**src/rtl/demux_pkg.sv**
```systemverilog
// Shared constants for the 1-to-4 stream demultiplexer.
// Latency: n/a (package only).
// Backpressure: n/a (package only).
package demux_pkg;

  localparam int NUM_CH  = 4;
  localparam int DEMUX_W = 2;

  // Channel index encodings of the {s1,s0} select.
  localparam logic [1:0] CH0 = 2'b00;
  localparam logic [1:0] CH1 = 2'b01;
  localparam logic [1:0] CH2 = 2'b10;
  localparam logic [1:0] CH3 = 2'b11;

endpackage

```
**src/rtl/demux_slot.sv**
```systemverilog
// One-entry valid/ready holding register for a single output channel.
// Latency: 1 cycle from fill to out_valid.
// Backpressure: can_fill = !out_valid | out_ready, so a drain and a refill may share an edge.
module demux_slot #(
  parameter int WIDTH = demux_pkg::DEMUX_W
) (
  input  logic             clk,
  input  logic             rst,
  input  logic             fill,
  input  logic [WIDTH-1:0] fill_data,
  output logic [WIDTH-1:0] out_data,
  output logic             out_valid,
  input  logic             out_ready,
  output logic             can_fill
);

  // Slot has room when empty or when its current word leaves this cycle.
  always_comb begin
    can_fill = !out_valid || out_ready;
  end

  // Fill wins over drain so back-to-back words keep the slot full.
  always_ff @(posedge clk) begin
    if (rst) begin
      out_valid <= 1'b0;
      out_data  <= '0;
    end else if (fill) begin
      out_valid <= 1'b1;
      out_data  <= fill_data;
    end else if (out_ready) begin
      out_valid <= 1'b0;
    end
  end

endmodule

```
**src/rtl/demux_1_to_4_stream.sv**
```systemverilog
// Registered 1-to-4 stream demux: routes each accepted word to the slot chosen by {s1,s0}.
// Latency: 1 cycle from accept to outN_valid; 1 word/cycle per channel.
// Backpressure: in_ready follows the selected slot only; optional DEMUX_BCAST_EN adds bcast (needs all slots free).
module demux_1_to_4_stream
  import demux_pkg::*;
#(
  parameter int WIDTH = DEMUX_W
) (
  input  logic             clk,
  input  logic             rst,
  input  logic [WIDTH-1:0] in_data,
  input  logic             s1,
  input  logic             s0,
  input  logic             in_valid,
  output logic             in_ready,
`ifdef DEMUX_BCAST_EN
  input  logic             bcast,
`endif
  output logic [WIDTH-1:0] out0_data,
  output logic [WIDTH-1:0] out1_data,
  output logic [WIDTH-1:0] out2_data,
  output logic [WIDTH-1:0] out3_data,
  output logic             out0_valid,
  output logic             out1_valid,
  output logic             out2_valid,
  output logic             out3_valid,
  input  logic             out0_ready,
  input  logic             out1_ready,
  input  logic             out2_ready,
  input  logic             out3_ready
);

  logic [1:0]        ch;
  logic [NUM_CH-1:0] can_fill;
  logic [NUM_CH-1:0] fill;
  logic [NUM_CH-1:0] ready_vec;
  logic [NUM_CH-1:0] valid_vec;
  logic [WIDTH-1:0]  data_vec [NUM_CH];
  logic              fire;
  logic              bcast_on;

  assign ch        = {s1, s0};
  assign ready_vec = {out3_ready, out2_ready, out1_ready, out0_ready};

`ifdef DEMUX_BCAST_EN
  assign bcast_on = bcast;
`else
  assign bcast_on = 1'b0;
`endif

  // Readiness and per-slot fill strobes; a broadcast lands in every slot or none.
  always_comb begin
    fill = '0;
    if (bcast_on) begin
      in_ready = &can_fill;
    end else begin
      in_ready = can_fill[ch];
    end
    fire = in_valid && in_ready;
    if (fire) begin
      if (bcast_on) begin
        fill = '1;
      end else begin
        fill[ch] = 1'b1;
      end
    end
  end

  for (genvar i = 0; i < NUM_CH; i++) begin : g_slot
    demux_slot #(.WIDTH(WIDTH)) u_slot (
      .clk       (clk),
      .rst       (rst),
      .fill      (fill[i]),
      .fill_data (in_data),
      .out_data  (data_vec[i]),
      .out_valid (valid_vec[i]),
      .out_ready (ready_vec[i]),
      .can_fill  (can_fill[i])
    );
  end

  assign out0_data  = data_vec[CH0];
  assign out1_data  = data_vec[CH1];
  assign out2_data  = data_vec[CH2];
  assign out3_data  = data_vec[CH3];
  assign out0_valid = valid_vec[CH0];
  assign out1_valid = valid_vec[CH1];
  assign out2_valid = valid_vec[CH2];
  assign out3_valid = valid_vec[CH3];

endmodule

```
**config.mk**
```make
export PLATFORM = sky130hd
export DESIGN_NAME = demux_1_to_4_stream
export DESIGN_NICKNAME = d
export VERILOG_FILES = /design/src/rtl/demux_pkg.sv /design/src/rtl/demux_slot.sv /design/src/rtl/demux_1_to_4_stream.sv
export SDC_FILE = /design/constraint.sdc
export NUM_CORES = 1
export LEC_CHECK = 0
export ABC_AREA = 1
export BUFFER_PORTS_ARGS = -buffer_cell sky130_fd_sc_hd__buf_2
export CORE_MARGIN = 10
export CORE_UTILIZATION = 40
export DETAILED_ROUTE_END_ITERATION = 6
export PLACE_DENSITY = 0.7
export SETUP_SLACK_MARGIN = 0.15
export SKIP_CTS_REPAIR_TIMING = 1
export SLEW_MARGIN = 0
export SYNTH_ARGS = -nofsm -noshare
export SYNTH_HDL_FRONTEND = slang
export SYNTH_HIERARCHICAL = 1
export SYNTH_SLANG_ARGS = --single-unit
export TNS_END_PERCENT = 50
```
**constraint.sdc**
```tcl
create_clock -name clk -period 1.2 [get_ports clk]
set_input_delay 0.3 -clock clk [delete_from_list [all_inputs] [get_ports clk]]
set_output_delay 0.3 -clock clk [all_outputs]
set_load 0.005 [all_outputs]
```
==> flow_summary.yaml, run 1 <==
timing:
  period_minus_slack_ns: 1.329
  timing_hold_violations_final: 0
  fin_ws_ns: -0.1291
  finalCritPeriodShare_pct: 110.8
  max_slew_margin_pct: 87.57
  fin_tns_setup_ns: -0.2024
  rsz_0062_raised_after_global_routing: "true"
  actual_slew_at_the_worst_max_slew_pin_ns: 0.1865
  setup_viol: 5
  final-max-slew-violation-count: 0
  worst_setup_skew_after_layout_ns: 0.001511
  maxClockFrequency_mhz: 752.4
placed_design:
  place.detailed.hpwl_um: 1138
  placed_area_um2: 734.5
  finalWeightedCongestion: 0.7371
  port-buffer-count: 23
  cells_after_dpl: 120
yosys:
  share_of_the_synthesized_netlist_area_taken_by_xor_and_xnor_gates_pct: 0
  synth.avg_cell_area_um2: 6.947
  synth_top_family_by_area: "simple AND/OR/NAND/NOR gates"
  synth_fp_nets: 87
  synth.mux.area_fraction_pct: 0
  netlist_area_um2: 528.0
  synthesized_area_fraction_occupied_by_adder_cells_pct: 0
  synthCells: 76
  synth.distinct_cells: 9
  synthSimpleGateAreaFrac_pct: 28.91
  synth_compound_gate_area_share_pct: 14.22
  synth_warnings: 6
  synth.yosys.seq_area_share_pct: 45.50
  synth-seq-cells: 12
layout:
  mostFrequentLayoutCell: "sky130_fd_sc_hd__buf_2"
  sequential_cell_area_um2: 247.7
  layout.nets: 124
  combined_area_of_the_multi_input_logic_cells_um2: 277.8
  most_used_cells_in_the_layout_excluding_fill_and_tap_cells: "sky130_fd_sc_hd__buf_2, sky130_fd_sc_hd__nand2_2, sky130_fd_sc_hd__nor2_1"
  final.fill_count: 117
  final_design_area_no_fill_um2: 829.5
  synthToLayoutAreaGrowth_pct: 57.11
  n_antenna_cell: 0
  final_cell_count_no_fill: 127
  drive_gt1_share_pct: 66.07
run_status:
  outcome: "finished with violations"
  failing_checks: "negative setup slack"
cts:
  cts.path.max_buffers: 2
  cts_max_level: 1
  clk_latency_ns: 0.28
  cts-buffers-inserted: 3
  clock_tree.root_cell: "sky130_fd_sc_hd__clkbuf_4"
  numClockSinks: 12
  cts.clk_slew.worst_paths_ns: 0.08
  cts_tree: "yes"
die:
  chipWidth_um: 56.33
  die_height_um: 56.33
  pin_count: 24
  start_util_pct: 41.62
  core_area_um2: 1269
  fp.dieArea_um2: 3173
  placementRows: 13
power_and_ir_drop:
  clock_power_share_pct: 36.3
  power_switching_share_pct: 25.45
  seq_power_share_pct: 47.3
  net-switching-power_mw: 0.2277
  total_power_mw: 0.8946
  power.density_cell_area_nw_per_um2: 1078
  p_leak_nw: 0.4478
  vdd_ir_drop_max_mv: 0.8932
  combinational_share_of_power_pct: 16.4
  cellInternalPower_mw: 0.6670
grt:
  grt.met1_usage_pct: 10.52
  gr-usage-met2_pct: 13.31
  antenna_found_initial: 0
  overflow: 0
  first_global_vias: 555
  first_pass_grt_wire_length_um: 2373
  grt-busiest-layer: "met2"
  grt_start_max_net_pins: 9
  groute.usage.overall_pct: 8.906
  global_route.usage.met3_pct: 4.045
drt:
  route.final.wire_length_um: 1390
  route.vias.total: 564
  wl_per_cell_um: 10.94
  number_of_detailed_routing_iterations_run_before_antenna_repair: 4
  route.detailed.drc: 0
  post_drt_via_cell_ratio: 4.441
  antenna_left: 0
  drt_iter0_drc: 2
critical_path:
  worst_ep_arrival_time_ns: 1.03
  timing.critical_path.from_type: "register"
  worst-endpoint-required_ns: 0.90
  worstSetupEndpointType: "output port"
  crit_path_max_fanout: 3
  criticalPathCategory: "reg2out"
flow_run:
  total_of_max_cap_violations: 0
min_path:
  hold_class: "in2reg"
==> worst max-delay path, cell delays in order (launching register included) <==
cell and delay, ns:
sky130_fd_sc_hd__dfxtp_2 0.33, sky130_fd_sc_hd__nand2_2 0.05, sky130_fd_sc_hd__nand2_2 0.06, sky130_fd_sc_hd__nand2_2 0.07, sky130_fd_sc_hd__nand2_2 0.06, sky130_fd_sc_hd__nand2_2 0.06
sky130_fd_sc_hd__buf_6 0.11
==> through the flow <==
step | utilization, % | setup WS [ns] | hold slack (ns)
after detailed placement | 57.89 | -0.05182 | 0.4763
after floorplan | - | 0.1246 | 0.3551
after CTS | 60.75 | -0.2040 | 0.2917
after global placement | 57.89 | -0.02359 | 0.4795
final | 65.38 | -0.1291 | 0.2870
after global routing | 65.38 | -0.1867 | 0.3061
==> layout make-up <==
class,count,area share [%]
multi-input combinational,48,33.48
clock buffer,4,4.374
sequential,12,29.86
inverter,16,7.240
timing repair buffer,32,22.78
tap,15,2.262
==> logic make-up (layout without fill, tap and decap cells) <==
logic type | count (synthesis) | count (layout)
AND/OR/NAND/NOR | 36 | 36
buffers and inverters | 16 | 52
AO/OA/AOI/OAI | 12 | 12
flip-flops | 12 | 12
==> path summary, 6_finish.rpt <==
| check | from | end | slack (ns) | cells after the start |
|---|---|---|---|---|
| worst max-delay path | g_slot[0].u_slot/out_valid | in_ready | -0.13 | 6 |
| worst min-delay path | rst | g_slot[0].u_slot/out_valid | 0.29 | 2 |
| worst max register to register | g_slot[1].u_slot/out_valid | g_slot[3].u_slot/out_data[1] | -0.03 | 11 |
| worst min register to register | g_slot[1].u_slot/out_data[1] | g_slot[1].u_slot/out_data[1] | 0.49 | 2 |
==> routing by layer <==
layer  vias to the layer above  share of wire (%)
met5                         -                  0
li1                        302                  -
met3                         2                7.3
met2                        17                 48
met1                       243                 44
met4                         0                1.4
==> state kept, by name, summed over array words and instances, names as in the netlist <==
name                     flops
g_slot.u_slot/out_data       8
g_slot.u_slot/out_valid      4
==> synth_stat cells <==
cell | instances | area, um^2
sky130_fd_sc_hd__nor2_1 | 18 | 67.56
sky130_fd_sc_hd__dfxtp_1 | 12 | 240.2
sky130_fd_sc_hd__inv_1 | 11 | 41.29
sky130_fd_sc_hd__nand2_1 | 11 | 41.29
sky130_fd_sc_hd__o21ai_0 | 8 | 40.04
sky130_fd_sc_hd__inv_2 | 5 | 18.77
sky130_fd_sc_hd__nand2_2 | 5 | 31.28
sky130_fd_sc_hd__a21oi_2 | 4 | 35.03
sky130_fd_sc_hd__nand4_1 | 2 | 12.51
==> power by group through the flow <==
| stage | Clock, mW | Combinational [mW] | Sequential (mW) |
|---|---|---|---|
| detailed placement | 0 | 0.129 | 0.431 |
| finish | 0.324 | 0.147 | 0.423 |
| floorplan | 0 | 0.0605 | 0.433 |
| global route | 0.345 | 0.165 | 0.426 |
| CTS | 0.330 | 0.130 | 0.422 |
| global placement | 0 | 0.125 | 0.430 |
No activity file was read; power rests on OpenSTA's default activity.
==> run 2: changes to the inputs <==
--- a/config.mk
+++ b/config.mk
@@ -6,11 +6,10 @@
 export NUM_CORES = 1
 export LEC_CHECK = 0
 export ABC_AREA = 1
-export BUFFER_PORTS_ARGS = -buffer_cell sky130_fd_sc_hd__buf_2
 export CORE_MARGIN = 10
 export CORE_UTILIZATION = 40
 export DETAILED_ROUTE_END_ITERATION = 6
-export PLACE_DENSITY = 0.7
+export DONT_BUFFER_PORTS = 1
 export SETUP_SLACK_MARGIN = 0.15
 export SKIP_CTS_REPAIR_TIMING = 1
 export SLEW_MARGIN = 0
@@ -18,4 +17,3 @@
 export SYNTH_HDL_FRONTEND = slang
 export SYNTH_HIERARCHICAL = 1
 export SYNTH_SLANG_ARGS = --single-unit
-export TNS_END_PERCENT = 50
==> flow_summary.yaml, run 2 (synthesized netlist as in run 1, its figures left out) <==
layout:
  mostFrequentLayoutCell: "sky130_fd_sc_hd__nor2_1"
  largest_register_ffs: 8
  synthToLayoutAreaGrowth_pct: 27.73
  n_antenna_cell: 0
  largestRegisters: "g_slot.u_slot/out_data (8), g_slot.u_slot/out_valid (4)"
  final.fill_count: 133
  layout.nets: 98
  most_used_cells_in_the_layout_excluding_fill_and_tap_cells: "sky130_fd_sc_hd__nor2_1, sky130_fd_sc_hd__dfxtp_1, sky130_fd_sc_hd__inv_2"
  largest_register: "g_slot.u_slot/out_data"
  drive_gt1_share_pct: 43.02
cts:
  clk_latency_ns: 0.27
  cts.path.max_buffers: 2
  clock_tree.root_cell: "sky130_fd_sc_hd__clkbuf_4"
  cts_max_level: 1
  numClockSinks: 12
  cts-buffers-inserted: 3
  cts.clk_slew.worst_paths_ns: 0.08
  cts_tree: "yes"
power_and_ir_drop:
  p_leak_nw: 0.3325
  total_power_mw: 0.8354
  vdd_ir_drop_max_mv: 0.8344
  power.density_cell_area_nw_per_um2: 1239
timing:
  maxClockFrequency_mhz: 743.9
  fin_ws_ns: -0.1443
  worst_setup_skew_after_layout_ns: 0.001493
  max_slew_margin_pct: 89.30
  period_minus_slack_ns: 1.344
  timing_hold_violations_final: 0
  finalCritPeriodShare_pct: 112.0
  actual_slew_at_the_worst_max_slew_pin_ns: 0.1588
  rsz_0062_raised_after_global_routing: "true"
  setup_viol: 5
  final-max-slew-violation-count: 0
grt:
  grt.met1_usage_pct: 7.487
  groute.usage.overall_pct: 8.005
  global_route.usage.met3_pct: 4.719
  first_pass_grt_wire_length_um: 1994
  grt-busiest-layer: "met2"
  gr-usage-met2_pct: 12.52
  antenna_found_initial: 0
  first_global_vias: 429
  overflow: 0
  grt_start_max_net_pins: 9
drt:
  route.final.wire_length_um: 1237
  drt_iter0_drc: 2
  post_drt_via_cell_ratio: 4.683
  number_of_detailed_routing_iterations_run_before_antenna_repair: 4
  antenna_left: 0
  wl_per_cell_um: 12.25
  route.vias.total: 473
  route.detailed.drc: 0
die:
  pin_count: 24
  core_area_um2: 1269
  die_height_um: 56.33
  placementRows: 13
  start_util_pct: 41.62
  chipWidth_um: 56.33
  fp.dieArea_um2: 3173
critical_path:
  criticalPathCategory: "reg2out"
  worstSetupEndpointType: "output port"
  worst-endpoint-required_ns: 0.90
  worst_ep_arrival_time_ns: 1.04
  cp_slowest_cell: "sky130_fd_sc_hd__dfxtp_1"
  worstPathCellList: "nand2_1 > nand2_1 > nand2_1 > nand2_1 > nand2_2 > buf_6"
  max_stage_delay_ns: 0.33
  cp_common_cell: "sky130_fd_sc_hd__nand2_1"
  crit_path_max_fanout: 2
  timing.critical_path.from_type: "register"
flow_run:
  total_of_max_cap_violations: 0
placed_design:
  finalWeightedCongestion: 0.7585
  port-buffer-count: 0
  placement.setup.worst_slack_ns: 0.04576
  place.detailed.hpwl_um: 1008
run_status:
  outcome: "finished with violations"
  failing_checks: "negative setup slack"
min_path:
  hold_class: "in2reg"
## run 2: per-stage QoR
| step | TNS (ns) | instance area, um^2 | hold slack [ns] | std cells | utilization, % |
|---|---|---|---|---|---|
| after floorplan | 0 | 555.5 | 0.3551 | 76 | - |
| after global placement | 0 | 596.8 | 0.3569 | 94 | 47.04 |
| after detailed placement | 0 | 596.8 | 0.3577 | 94 | 47.04 |
| after CTS | -0.2103 | 633.1 | 0.06340 | 98 | 49.90 |
| after global routing | -0.9074 | 674.4 | 0.06474 | 101 | 53.16 |
| final | -0.2522 | 674.4 | 0.07062 | 101 | 53.16 |
## run 2: power by group
part | total, mW | switching (mW) | internal [mW]
registers | 0.425 | 0.0120 | 0.413
clock network | 0.321 | 0.137 | 0.184
logic | 0.0889 | 0.0482 | 0.0407
total | 0.835 | 0.197 | 0.638
## run 2: cell type report
class                   instances  area [um^2]  area share [%]
inverters                      16        60.06           8.905
multi-input cells              48        265.3           39.33
flip-flops and latches         12        245.2           36.36
repair buffers                  6        48.80           7.236
clock buffers                   4        36.28           5.380
well taps                      15        18.77           2.783
## run 2: final timing paths
path / slack, ns / end / depth (start not counted) / startpoint
hold reg to reg: 0.49 / g_slot[1].u_slot/out_valid / 2 / g_slot[1].u_slot/out_valid
setup / recovery: -0.14 / in_ready / 6 / g_slot[3].u_slot/out_valid
setup reg to reg: -0.03 / g_slot[2].u_slot/out_data[1] / 11 / g_slot[0].u_slot/out_valid
hold / removal: 0.07 / g_slot[1].u_slot/out_valid / 1 / rst
## run 2: worst max-delay path: cells and delay by family (launching register included)
| family | cells | cell delay (ns) |
|---|---|---|
| flops | 1 | 0.33 |
| buf+inv | 1 | 0.11 |
| simple gates | 5 | 0.33 |
## run 2: per-layer routing
layer  wire, um  vias up  share of wire, %
li1           -      252                 -
met3        156        4                13
met1        471      203                38
met4         25        0               2.0
met5          0        -                 0
met2        583       14                47
